`src/rtl/spi_flash_reader.sv`:
```
// rtl/spi_flash_reader.sv - SPI NOR flash 32-bit word reader (FAST_READ 0x0B when SPI_FLASH_FAST_READ_EN is defined, else READ 0x03)
module spi_flash_reader #(
  parameter int unsigned CLK_DIV = 1
) (
  input  logic        clk,
  input  logic        rst,
  input  logic        req_valid,
  output logic        req_ready,
  input  logic [23:0] req_addr,
  output logic        rsp_valid,
  output logic [31:0] rsp_data,
  output logic        spi_cs_n,
  output logic        spi_sck,
  output logic        spi_mosi,
  input  logic        spi_miso
);

  typedef enum logic [2:0] {
    IDLE,
    CMD,
    ADDR,
    DUMMY,
    DATA,
    GAP
  } state_t;

`ifdef SPI_FLASH_FAST_READ_EN
  localparam logic [7:0] READ_CMD   = 8'h0B;
  localparam logic [6:0] NBITS      = 7'd72;
  localparam logic [6:0] DUMMY_LAST = 7'd39;
  localparam state_t     AFTER_ADDR = DUMMY;
`else
  localparam logic [7:0] READ_CMD   = 8'h03;
  localparam logic [6:0] NBITS      = 7'd64;
  localparam state_t     AFTER_ADDR = DATA;
`endif

  // Bit indices (frame-relative) of the last bit in each phase
  localparam logic [6:0] CMD_LAST  = 7'd7;
  localparam logic [6:0] ADDR_LAST = 7'd31;
  localparam logic [6:0] DATA_LAST = NBITS - 7'd1;

  // div_cnt counts within one SCK half-period, and across the whole GAP,
  // so it is sized for 2*CLK_DIV-1 with CLK_DIV up to 255
  localparam logic [8:0] PHASE_LAST = 9'(CLK_DIV - 1);
  localparam logic [8:0] GAP_LAST   = 9'(2 * CLK_DIV - 1);

  state_t      state;
  logic [8:0]  div_cnt;
  logic [6:0]  bit_cnt;
  logic [31:0] tx_shift;
  logic [31:0] rx_shift;
  logic        phase_done;

  // Last cycle of the current SCK half-period
  assign phase_done = (div_cnt == PHASE_LAST);

  // Frame sequencer: SCK generation, MOSI shift-out, MISO shift-in, response
  always_ff @(posedge clk) begin
    if (rst) begin
      state     <= IDLE;
      req_ready <= 1'b1;
      rsp_valid <= 1'b0;
      rsp_data  <= 32'd0;
      spi_cs_n  <= 1'b1;
      spi_sck   <= 1'b0;
      spi_mosi  <= 1'b0;
      div_cnt   <= 9'd0;
      bit_cnt   <= 7'd0;
      tx_shift  <= 32'd0;
      rx_shift  <= 32'd0;
    end else begin
      rsp_valid <= 1'b0;
      case (state)
        IDLE: begin
          if (req_valid) begin
            state     <= CMD;
            req_ready <= 1'b0;
            spi_cs_n  <= 1'b0;
            // First bit goes out right away; the rest wait in tx_shift
            spi_mosi  <= READ_CMD[7];
            tx_shift  <= {READ_CMD[6:0], req_addr, 1'b0};
            div_cnt   <= 9'd0;
            bit_cnt   <= 7'd0;
            rx_shift  <= 32'd0;
          end
        end

        GAP: begin
          if (div_cnt == GAP_LAST) begin
            state     <= IDLE;
            req_ready <= 1'b1;
            div_cnt   <= 9'd0;
          end else begin
            div_cnt <= div_cnt + 9'd1;
          end
        end

        default: begin
          if (!phase_done) begin
            div_cnt <= div_cnt + 9'd1;
          end else begin
            div_cnt <= 9'd0;
            if (!spi_sck) begin
              // Rising SCK edge: the flash data is stable here
              spi_sck <= 1'b1;
              if (state == DATA) begin
                rx_shift <= {rx_shift[30:0], spi_miso};
              end
            end else begin
              // Falling SCK edge closes the bit; MOSI may change now.
              // tx_shift empties to zero, so MOSI idles low after ADDR.
              spi_sck  <= 1'b0;
              spi_mosi <= tx_shift[31];
              tx_shift <= {tx_shift[30:0], 1'b0};
              bit_cnt  <= bit_cnt + 7'd1;
              case (state)
                CMD: begin
                  if (bit_cnt == CMD_LAST) state <= ADDR;
                end
                ADDR: begin
                  if (bit_cnt == ADDR_LAST) state <= AFTER_ADDR;
                end
`ifdef SPI_FLASH_FAST_READ_EN
                DUMMY: begin
                  if (bit_cnt == DUMMY_LAST) state <= DATA;
                end
`endif
                DATA: begin
                  if (bit_cnt == DATA_LAST) begin
                    state     <= GAP;
                    spi_cs_n  <= 1'b1;
                    bit_cnt   <= 7'd0;
                    rsp_valid <= 1'b1;
                    // Bytes arrived first-to-last in rx_shift[31:24]..[7:0];
                    // the first byte belongs in the low lane
                    rsp_data  <= {rx_shift[7:0], rx_shift[15:8],
                                  rx_shift[23:16], rx_shift[31:24]};
                  end
                end
                default: begin
                end
              endcase
            end
          end
        end
      endcase
    end
  end

endmodule

```
`config.mk`:
```
export PLATFORM = sky130hd
export DESIGN_NAME = spi_flash_reader
export DESIGN_NICKNAME = d
export VERILOG_FILES = /design/src/rtl/spi_flash_reader.sv
export SDC_FILE = /design/constraint.sdc
export NUM_CORES = 1
export LEC_CHECK = 0
export CORE_ASPECT_RATIO = 1.75
export CORE_UTILIZATION = 55
export DETAILED_ROUTE_END_ITERATION = 7
export MAX_ROUTING_LAYER = met4
export PLACE_DENSITY = 0.9
export SYNTH_ARGS = -nofsm -noshare
export SYNTH_HDL_FRONTEND = slang
export SYNTH_SLANG_ARGS = --single-unit
export TNS_END_PERCENT = 1
```
`constraint.sdc`:
```
create_clock -name clk -period 4.05 [get_ports clk]
set_input_delay 1.0125 -clock clk [delete_from_list [all_inputs] [get_ports clk]]
set_output_delay 1.0125 -clock clk [all_outputs]
set_load 0.005 [all_outputs]
```
==> results of run 1 <==
-- power groups by stage --
stage | registers, mW | clock network, mW | logic [mW]
2_1_floorplan | 1.39 | 0 | 0.678
3_3_place_gp | 1.41 | 0 | 0.822
3_5_place_dp | 1.42 | 0 | 0.853
4_1_cts | 1.40 | 1.48 | 0.866
5_1_grt | 1.42 | 1.54 | 0.949
6_report | 1.40 | 1.46 | 0.864
-- metal layers --
layer,up-vias,global-route usage [%]
li1,2085,-
met1,1997,25.5
met2,94,43.6
met3,22,7.10
met4,0,13.0
met5,-,-
-- stage by stage --
stage,hold slack [ns],util (%),power [mW],instance area [µm²],cells
3_5_place_dp,0.443,65.0,2.27,5630,731
4_1_cts,0.451,71.7,3.75,6220,762
3_3_place_gp,0.439,65.0,2.24,5630,731
5_1_grt,0.468,71.7,3.90,6220,762
6_report,0.446,71.7,3.73,6220,762
2_1_floorplan,0.436,-,2.06,4940,585
-- layout make-up --
type / instances / area, µm² / area share [%]
Multi-Input combinational cell: 420 / 2400 / 38.7
Sequential cell: 119 / 2380 / 38.3
Timing Repair Buffer: 70 / 683 / 11.0
Clock buffer: 23 / 488 / 7.85
Tap cell: 117 / 146 / 2.35
Clock inverter: 8 / 96.3 / 1.55
Inverter: 5 / 18.8 / 0.302
-- logic make-up after synthesis --
group	share of synthesized area, %
simple gates	26.1
flops	48.3
compound gates	12.7
buf+inv	3.70
mux	6.49
xor+xnor	1.77
fa+ha+maj	1.01
-- sequential cells by signal, summed over array words and instances (netlist names), 3 cells and up --
register	cells
div_cnt	9
state	3
rsp_data	32
rx_shift	32
tx_shift	31
bit_cnt	7
-- path summary, 6_finish.rpt --
kind / start / end / slack, ns
worst max-delay path: div_cnt[0] / rsp_data[19] / 1.33
worst min-delay path: rsp_data[24] / rsp_data[24] / 0.45
worst max register to register: div_cnt[0] / rsp_data[19] / 1.33
worst min register to register: rsp_data[24] / rsp_data[24] / 0.45
-- critical path: cells and delay by family (launching register included) --
kind	cells	cell delay (ns)
compound gates	1	0.09
fa+ha+maj	1	0.16
buf+inv	1	0.10
flops	1	0.38
simple gates	4	1.85
-- synth_stat cells (2+ instances only) --
cell and instances:
ha_1 4, xor2_1 9, a21o_1 2, mux2i_1 32, buf_2 8, o31ai_1 3
a31o_2 2, nand2b_1 3, nor3_1 6, or3_1 6, a221o_1 2, a21oi_1 45
o21ai_0 4, nand4_1 5, nor2b_1 4, nand3_1 5, and2_1 31, a22oi_1 7
clkbuf_1 32, nand2_1 126, inv_1 5, dfxtp_1 119, nor2_1 79, a311oi_1 23
or4_1 3
==> key figures, run 1 <==
Status
  – Outcome: complete, no violations

Clock network
  – Post_cts resized: 0
  – Total CTS buffers: 17
  – Cts-stage hold buffer count: 0
  – CTS Root Cell: clkbuf_16
  – Worst-Skew Late Latency: ~0.42 ns
  – CTS tree: yes
  – CTS Buffer Depth: 2
  – H-tree depth: 4
  – Clock-pin slew on the worst setup and hold paths: about 0.050 ns
  – Clock Sinks: approximately 120
  – Setup Buffers After CTS: 0

Finish
  – Nets: approximately 670
  – Most frequent cells in the layout: nand2_1, dfxtp_1, nor2_1
  – Share of cells above drive strength 1: under 10%
  – Filler Cells Inserted: 670
  – Commonest non-fill, non-tap cell in the layout: nand2_1
  – Area grow syn2layout: 26.0%
  – Number of inserted diodes: 0

Setup path
  – Critical path class: flop to flop
  – Worst-path fanout max: 32
  – Crit-path slowest cell: or4_1
  – CP endpoint kind: flop
  – CP Launch Type: flop
  – CP required: 4.33 ns
  – Slowest stage delay, CP: 1.00 ns
  – CP Cell Sequence: inv_1 -> ha_1 -> nor4b_4 -> nand3_2 -> or4_1 -> nand2_1 -> a21oi_1
  – Data arrival, critical path: roughly 3 ns
  – Register-to-Register Path Depth: 7

Yosys
  – Syn Inst Count: ~590
  – Post-synth ARST share: 0%
  – Ys Warns: 0
  – Number of synthesized flops with an enable pin: 0
  – Avg Inst Size Synth: 8.44 µm²
  – Synth Cell Area: 4940 µm²
  – Synth Register Bits: between 100 and 150
  – Top_reg_cell synth: dfxtp_1
  – Synth top area cells: dfxtp_1, nand2_1, mux2i_1
  – Yosys cell types: 45
  – Register area share after synthesis: 48.3%
  – Largest area contributor in the netlist: dfxtp_1
  – Syn nets: 617
  – Yosys top cell area share: between 40% and 50%

Placed design
  – DP HPWL: about 6700 µm
  – Gpl congestion: around 0.85
  – Setup WS pre-CTS: 1.23 ns
  – Port Buf Inserts: 64

Die
  – Row cnt: 45
  – Top-Level Pins: between 60 and 70
  – Die width: about 74 µm
  – Initial Util: between 50% and 60%
  – Core box area: between 8000 and 9000 µm²
  – Die area: about 9400 µm²
  – Chip height: about 130 µm

Run
  – Max Cap Viol: 0

STA
  – Pins Over Slew Limit: 0
  – Slew margin rel.: 29.2%
  – # setup viols final: 0
  – F_max: around 370 MHz
  – Setup WS post-layout: ~1.3 ns
  – Max Clock Skew: 0.00585 ns
  – RSZ-0062 raised after global routing: false
  – Worst-margin pin slew: approximately 1.1 ns
  – Setup tns final: 0 ns
  – Crit share post-route: about two thirds
  – Final hold violation count: 0
  – Crit path time final: approximately 2.7 ns

Routing
  – Drt first pass iters: 4
  – # DRC: 0
  – Met3 wire length: 369 µm
  – Max Used Layer: met4
  – DRT iter0 DRCs: roughly 250
  – Routed WL: 10,700 µm
  – Antenna Violating Nets Remaining: 0
  – Vias per inst: 5.51
  – Vias post-DR: around 4,200
  – Metal-1 WL: a little over 4000 µm
  – Routed wire length on met2: approximately 6000 µm
  – DR WL/cell: between 10 and 15 µm

Power and ir drop
  – Int Pwr: about 2.6 mW
  – Leakage: 2.31 nW
  – Sw Share: 30.6%
  – Worst VDD drop: ~0.41 mV
  – PwrDens: between 500 and 600 nW/µm²
  – Sw power: around 1.1 mW
  – Clock power share: between 30% and 40%
  – Share of power burned in registers: 37.6%
  – Comb pwr share: 23.2%

GRT
  – Total gr overflow: 0
  – Number of global-route vias before repair: 4,100
  – Initial antenna violation count: 0
  – GRT Resource Usage Total: between 20% and 30%
  – First-pass GRT wire length: 17,800 µm
  – Largest net degree at the start of global routing: 72

Worst hold path
  – Hold depth: 2
  – HP Class: flop to flop
No activity file was read; power rests on OpenSTA's default activity.
==> run 2, diff against run 1 <==
- CORE_UTILIZATION: 55 -> 49
- PLACE_DENSITY: 0.9 -> 0.85
- clock period: 4.05 -> 2.3 ns (I/O delays scaled with it)
==> run 2 against run 1 <==
Net effect: clock power rose by 90%; global-route usage fell by 1.3 points; critical path depth fell by 1; power rose by 85%; routed wire length rose by 3.5%; core utilization fell by 6.1 points; final area rose by 3.9%; first-iteration DRC count fell by 13%; sequential share of layout area fell by 1.5 points; cell count rose by 3.5%; non-clock buffer count rose by 18; clock skew fell by 0.0014 ns.
==> key figures, run 2 (synthesis results as in run 1) <==
Die
  – Initial Util: 50.1% (-6.8 points)
  – Core box area: 9850 µm² (+14%)
  – Die area: 10,500 µm² (+12%)
  – Chip height: 135 µm (+5.9%)
  – Top-Level Pins: 65 (unchanged)
  – Die width: 77.9 µm (+5.8%)
  – Row cnt: 48 (+6.7%)

Routing
  – Drt first pass iters: 5 (+1)
  – # DRC: 0 (unchanged)
  – DRT iter0 DRCs: 218 (-13%)
  – DR WL/cell: 14.1 µm (about the same)
  – Vias post-DR: 4,253 (+1.3%)
  – Vias per inst: 5.39 (-2.2%)
  – Routed WL: 11,100 µm (+3.5%)
  – Antenna Violating Nets Remaining: 0 (unchanged)

Finish
  – Largest registers: rsp_data: 32 flops, rx_shift: 32 flops, tx_shift: 31 flops
  – Area grow syn2layout: 30.9%
  – Commonest non-fill, non-tap cell in the layout: nand2_1
  – Reg area: 2380 µm² (unchanged)
  – Design Area, Final: 6460 µm² (+3.9%)
  – Nets: 683 (+2.7%)
  – Share of cells above drive strength 1: 9.79% (+2.7 points)
  – Multi-input gate area: 2400 µm² (unchanged)
  – Most frequent cells in the layout: nand2_1, dfxtp_1, nor2_1
  – Filler Cells Inserted: 764 (+14%)
  – Number of inserted diodes: 0 (unchanged)

Power and ir drop
  – Clock power share: 40.1% (+0.9 points)
  – Total power: 6.91 mW (+85%)
  – PwrDens: 1070 nW/µm² (+78%)
  – Sw power: 2.09 mW (+83%)
  – Comb pwr share: 24.6% (+1.4 points)
  – Worst VDD drop: 0.866 mV (+110%)
  – Leakage: 2.43 nW (+5.0%)
  – Sw Share: 30.2% (-0.34 points)
  – Int Pwr: 4.82 mW (+86%)
  – Share of power burned in registers: 35.3% (-2.3 points)

STA
  – Pins Over Slew Limit: 0 (unchanged)
  – Crit path time final: 2.21 ns (-0.516 ns)
  – F_max: 453 MHz (+23%)
  – Worst-margin pin slew: 0.570 ns (-0.491 ns)
  – Slew margin rel.: 61.5% (+32 points)
  – Max Clock Skew: 0.00445 ns (-0.00140 ns)
  – Setup WS post-layout: 0.0918 ns (-1.23 ns)
  – RSZ-0062 raised after global routing: true
  – # setup viols final: 0 (unchanged)
  – Crit share post-route: 96.0% (+29 points)
  – Final hold violation count: 0 (unchanged)

Setup path
  – Worst-path fanout max: 3 (-91%)
  – Worst r2r dst: spi_cs_n
  – CP endpoint kind: flop
  – Slowest stage delay, CP: 0.50 ns (-0.50 ns)
  – R2R Path Start: bit_cnt[0]
  – CP required: 2.59 ns (-1.74 ns)
  – Reg-to-reg setup timing slack: 0.09 ns (-1.23 ns)
  – CP Launch Type: flop
  – CP Cell Sequence: ha_1 -> nand2_1 -> or3_1 -> o41ai_1 -> nand3_1 -> a221o_1
  – Register-to-Register Path Depth: 6 (-1)
  – Data arrival, critical path: 2.50 ns (-0.51 ns)
  – Critical path class: flop to flop
  – Crit-path slowest cell: o41ai_1

GRT
  – Number of global-route vias before repair: 4,233 (+3.2%)
  – GRT Resource Usage Total: 24.1% (-1.3 points)
  – First-pass GRT wire length: 19,100 µm (+7.7%)
  – Largest net degree at the start of global routing: 51 (-29%)
  – Initial antenna violation count: 0 (unchanged)
  – Total gr overflow: 0 (unchanged)

Worst hold path
  – HP Class: flop to flop
  – Hold EP: rsp_data[4]
  – Hold path start: rsp_data[4]
  – Hold depth: 2 (unchanged)

Clock network
  – Total CTS buffers: 17 (unchanged)
  – CTS Root Cell: clkbuf_16
  – CTS Buffer Depth: 2 (unchanged)
  – Clock-pin slew on the worst setup and hold paths: 0.05 ns (about the same)
  – Worst-Skew Late Latency: 0.41 ns (about the same)
  – CTS tree: yes
  – Clock Sinks: 119 (unchanged)
  – Cts-stage hold buffer count: 0 (unchanged)
  – H-tree depth: 4 (unchanged)

Placed design
  – Port Buf Inserts: 64 (unchanged)
  – DP HPWL: 7300 µm (+8.7%)
  – Gpl congestion: 0.912 (+7.2%)
  – Setup WS pre-CTS: -0.0400 ns (-1.27 ns)
  – Placed Area: 5840 µm² (+3.7%)

Run
  – Max Cap Viol: 0 (unchanged)

Status
  – Outcome: complete, no violations
==> run 2: worst max path at each step <==
stage | startpoint | end | cells after the start
6_report | bit_cnt[0] | spi_cs_n | 6
5_1_grt | div_cnt[1] | tx_shift[19] | 10
4_1_cts | bit_cnt[0] | spi_cs_n | 6
3_5_place_dp | req_valid | state[2] | 6
3_3_place_gp | req_valid | state[2] | 6
2_1_floorplan | div_cnt[0] | state[2] | 7
==> run 2: timing repair <==
item / in CTS / in global routing
setup buffers: 0 / 0
endpoints found under the setup margin: 0 / 7
gates resized for setup: 0 / 0
==> run 2: worst max-delay path: cells and delay by family, from the launching register on <==
family	cells	cell delay, ns
compound gates	2	0.83
simple gates	3	0.68
flops	1	0.37
fa+ha+maj	1	0.22
==> run 2: final cells by class <==
cell class | instances | share of cell area [%]
Multi-Input combinational cell | 420 | 37.2
Inverter | 5 | 0.290
Timing Repair Buffer | 88 | 13.6
Clock buffer | 20 | 6.91
Sequential cell | 119 | 36.9
Tap cell | 125 | 2.42
Clock inverter | 12 | 2.71
==> run 2: power groups by stage <==
stage	registers (mW)	logic [mW]	clock network, mW
3_5_place_dp	2.48	1.70	0
4_1_cts	2.44	1.70	2.81
5_1_grt	2.47	1.90	2.91
3_3_place_gp	2.47	1.64	0
6_report	2.44	1.70	2.77
2_1_floorplan	2.44	1.19	0
==> run 2: stage by stage <==
stage	hold WS [ns]	setup TNS, ns	util, %	cells
after floorplan	0.436	0	-	585
after global placement	0.440	-0.0160	59.3	757
after detailed placement	0.443	-0.0400	59.3	757
after CTS	0.452	0	65.6	789
after global routing	0.469	-0.0910	65.6	789
final	0.451	0	65.6	789
==> run 2: layer usage <==
layer	GRT usage, %	up-vias	wire (µm)
li1	-	2114	-
met1	24.4	2001	4310
met2	41.8	108	6050
met3	6.15	30	375
met4	13.1	0	350
met5	-	-	0
==> run 3, diff against run 2 <==
--- a/config.mk
+++ b/config.mk
@@ -12,2 +12,3 @@
 export PLACE_DENSITY = 0.85
+export SLEW_MARGIN = 10
 export SYNTH_ARGS = -nofsm -noshare
@@ -15,2 +16,2 @@
 export SYNTH_SLANG_ARGS = --single-unit
-export TNS_END_PERCENT = 1
+export TNS_END_PERCENT = 20
==> constraint.sdc (replaced) <==
create_clock -name clk -period 2.3 [get_ports clk]
set_input_delay 0.23 -clock clk [delete_from_list [all_inputs] [get_ports clk]]
set_output_delay 0.23 -clock clk [all_outputs]
set_load 0.005 [all_outputs]
==> run 3 against run 2 <==
Net effect: non-clock buffer count is 5 lower; clock-buffer cell count is 1 higher; routed wire length is 3.4% lower; cell count is 0.89% lower; worst hold slack worse by 0.28 ns; critical path depth is 1 lower; global-route usage is 1.7 points lower; fmax is 1.5% higher; clock skew is 0.0012 ns higher; critical path type unchanged; sequential power hardly changed; first-iteration DRC count is 25% higher.
==> key figures, run 3 (synthesis results as in run 1) <==
Finish
  – Most frequent cells in the layout: nand2_1, dfxtp_1, nor2_1
  – Largest registers: rsp_data: 32 flops, rx_shift: 32 flops, tx_shift: 31 flops
  – Area grow syn2layout: 28.5%
  – Number of inserted diodes: 0 (unchanged)
  – Commonest non-fill, non-tap cell in the layout: nand2_1
  – Share of cells above drive strength 1: 9.59% (-0.20 points)
  – Nets: 678 (-0.73%)
  – Design Area, Final: 6340 µm² (-1.9%)

Power and ir drop
  – Clock power share: 36.5% (-3.6 points)
  – Int Pwr: 4.46 mW (-7.5%)
  – Sw power: 2.01 mW (-4.0%)
  – PwrDens: 1020 nW/µm² (-4.7%)
  – Comb pwr share: 25.5% (+0.9 points)
  – Worst VDD drop: 0.654 mV (-25%)
  – Share of power burned in registers: 38.0% (+2.7 points)
  – Leakage: 2.35 nW (-3.0%)
  – Sw Share: 31.0% (+0.80 points)

Clock network
  – Clock Sinks: 119 (unchanged)
  – CTS Buffer Depth: 2 (unchanged)
  – Clock-pin slew on the worst setup and hold paths: 0.05 ns (about the same)
  – Worst-Skew Late Latency: 0.41 ns (about the same)
  – CTS tree: yes
  – Total CTS buffers: 17 (unchanged)
  – CTS Root Cell: clkbuf_16
  – H-tree depth: 4 (unchanged)

Worst hold path
  – HP Class: input pin to flop

Setup path
  – CP endpoint kind: flop
  – Data arrival, critical path: 2.51 ns (about the same)
  – CP Launch Type: flop
  – Critical path class: flop to flop
  – CP required: 2.64 ns (+0.05 ns)
  – Worst-path fanout max: 7 (+4)

Placed design
  – Placed Area: 5780 µm² (-1.1%)
  – DP HPWL: 7200 µm (-1.3%)
  – Port Buf Inserts: 64 (unchanged)
  – Gpl congestion: 0.854 (-6.4%)

STA
  – Crit share post-route: 94.6% (-1.4 points)
  – RSZ-0062 raised after global routing: false
  – Slew margin rel.: 38.2% (-23 points)
  – Crit path time final: 2.18 ns (-0.0318 ns)
  – Max Clock Skew: 0.00568 ns (+0.00123 ns)
  – Setup tns final: 0 ns (unchanged)
  – F_max: 459 MHz (+1.5%)
  – # setup viols final: 0 (unchanged)
  – Worst-margin pin slew: 0.919 ns (+0.349 ns)
  – Final hold violation count: 0 (unchanged)
  – Pins Over Slew Limit: 0 (unchanged)

Routing
  – Drt first pass iters: 4 (-1)
  – Vias per inst: 5.40 (+0.16%)
  – DRT iter0 DRCs: 272 (+25%)
  – Routed WL: 10,700 µm (-3.4%)
  – # DRC: 0 (unchanged)
  – Antenna Violating Nets Remaining: 0 (unchanged)
  – Vias post-DR: 4,222 (-0.73%)
  – DR WL/cell: 13.7 µm (-2.6%)

Die
  – Initial Util: 50.1% (unchanged)
  – Top-Level Pins: 65 (unchanged)
  – Core box area: 9850 µm² (unchanged)
  – Die width: 77.9 µm (unchanged)
  – Row cnt: 48 (unchanged)
  – Chip height: 135 µm (unchanged)
  – Die area: 10,500 µm² (unchanged)

GRT
  – First-pass GRT wire length: 18,100 µm (-5.7%)
  – Initial antenna violation count: 0 (unchanged)
  – Total gr overflow: 0 (unchanged)
  – Largest net degree at the start of global routing: 50 (-2.0%)
  – Number of global-route vias before repair: 4,076 (-3.7%)
  – GRT Resource Usage Total: 22.4% (-1.7 points)

Run
  – Max Cap Viol: 0 (unchanged)

Status
  – Outcome: complete, no violations
-- run 3: cell type report --
| class | instances | area, µm² |
|---|---|---|
| Clock buffer | 21 | 450 |
| Multi-Input combinational cell | 420 | 2420 |
| Fill cell | 817 | 3510 |
| Timing Repair Buffer | 83 | 831 |
| Tap cell | 125 | 156 |
| Clock inverter | 9 | 80.1 |
| Sequential cell | 119 | 2380 |
| Inverter | 5 | 18.8 |
-- run 3: power by group through the flow --
stage	Combinational, mW	Sequential (mW)	Clock (mW)
finish	1.65	2.45	2.36
detailed placement	1.65	2.49	0
global placement	1.61	2.47	0
global route	1.84	2.48	2.49
floorplan	1.19	2.44	0
CTS	1.65	2.45	2.39
-- run 3: metal layers --
metal  wire length [µm]  up-vias  global-route usage [%]
li1                   -     2105                       -
met4                259        0                    10.3
met2               5950       94                    40.2
met1               4150     2003                    21.6
met3                354       20                    7.09
met5                  0        -                       -
-- run 3: what timing repair did --
action                                  4_1_cts  5_1_grt
hold buffers                                  0        0
gates resized for setup                       0       10
buffers inserted                              0        0
endpoints found under the setup margin        0       34
-- run 3: stage by stage --
stage          setup WS [ns]  hold slack (ns)  power, mW  util, %  cells
2_1_floorplan          0.234            0.389       3.63        -    585
3_3_place_gp          0.0918            0.439       4.09     58.7    752
3_5_place_dp          0.0548            0.443       4.14     58.7    752
4_1_cts               0.0366            0.164       6.49     64.1    782
5_1_grt              0.00614            0.182       6.82     64.4    782
6_report               0.124            0.175       6.46     64.4    782
-- run 3: critical path, stage by stage (launching register included) --
cell     delay [ns]
dfxtp_1        0.35
nor4_4         0.51
nand3_2        0.17
a221o_1        0.42
or4_1          0.51
a21oi_1        0.15
-- run 3: final timing paths --
kind	startpoint	to	slack [ns]	cells past startpoint
setup / recovery	div_cnt[7]	state[2]	0.12	5
hold reg to reg	rsp_data[8]	rsp_data[8]	0.45	2
hold / removal	rst	spi_sck	0.17	2
setup reg to reg	div_cnt[7]	state[2]	0.12	5
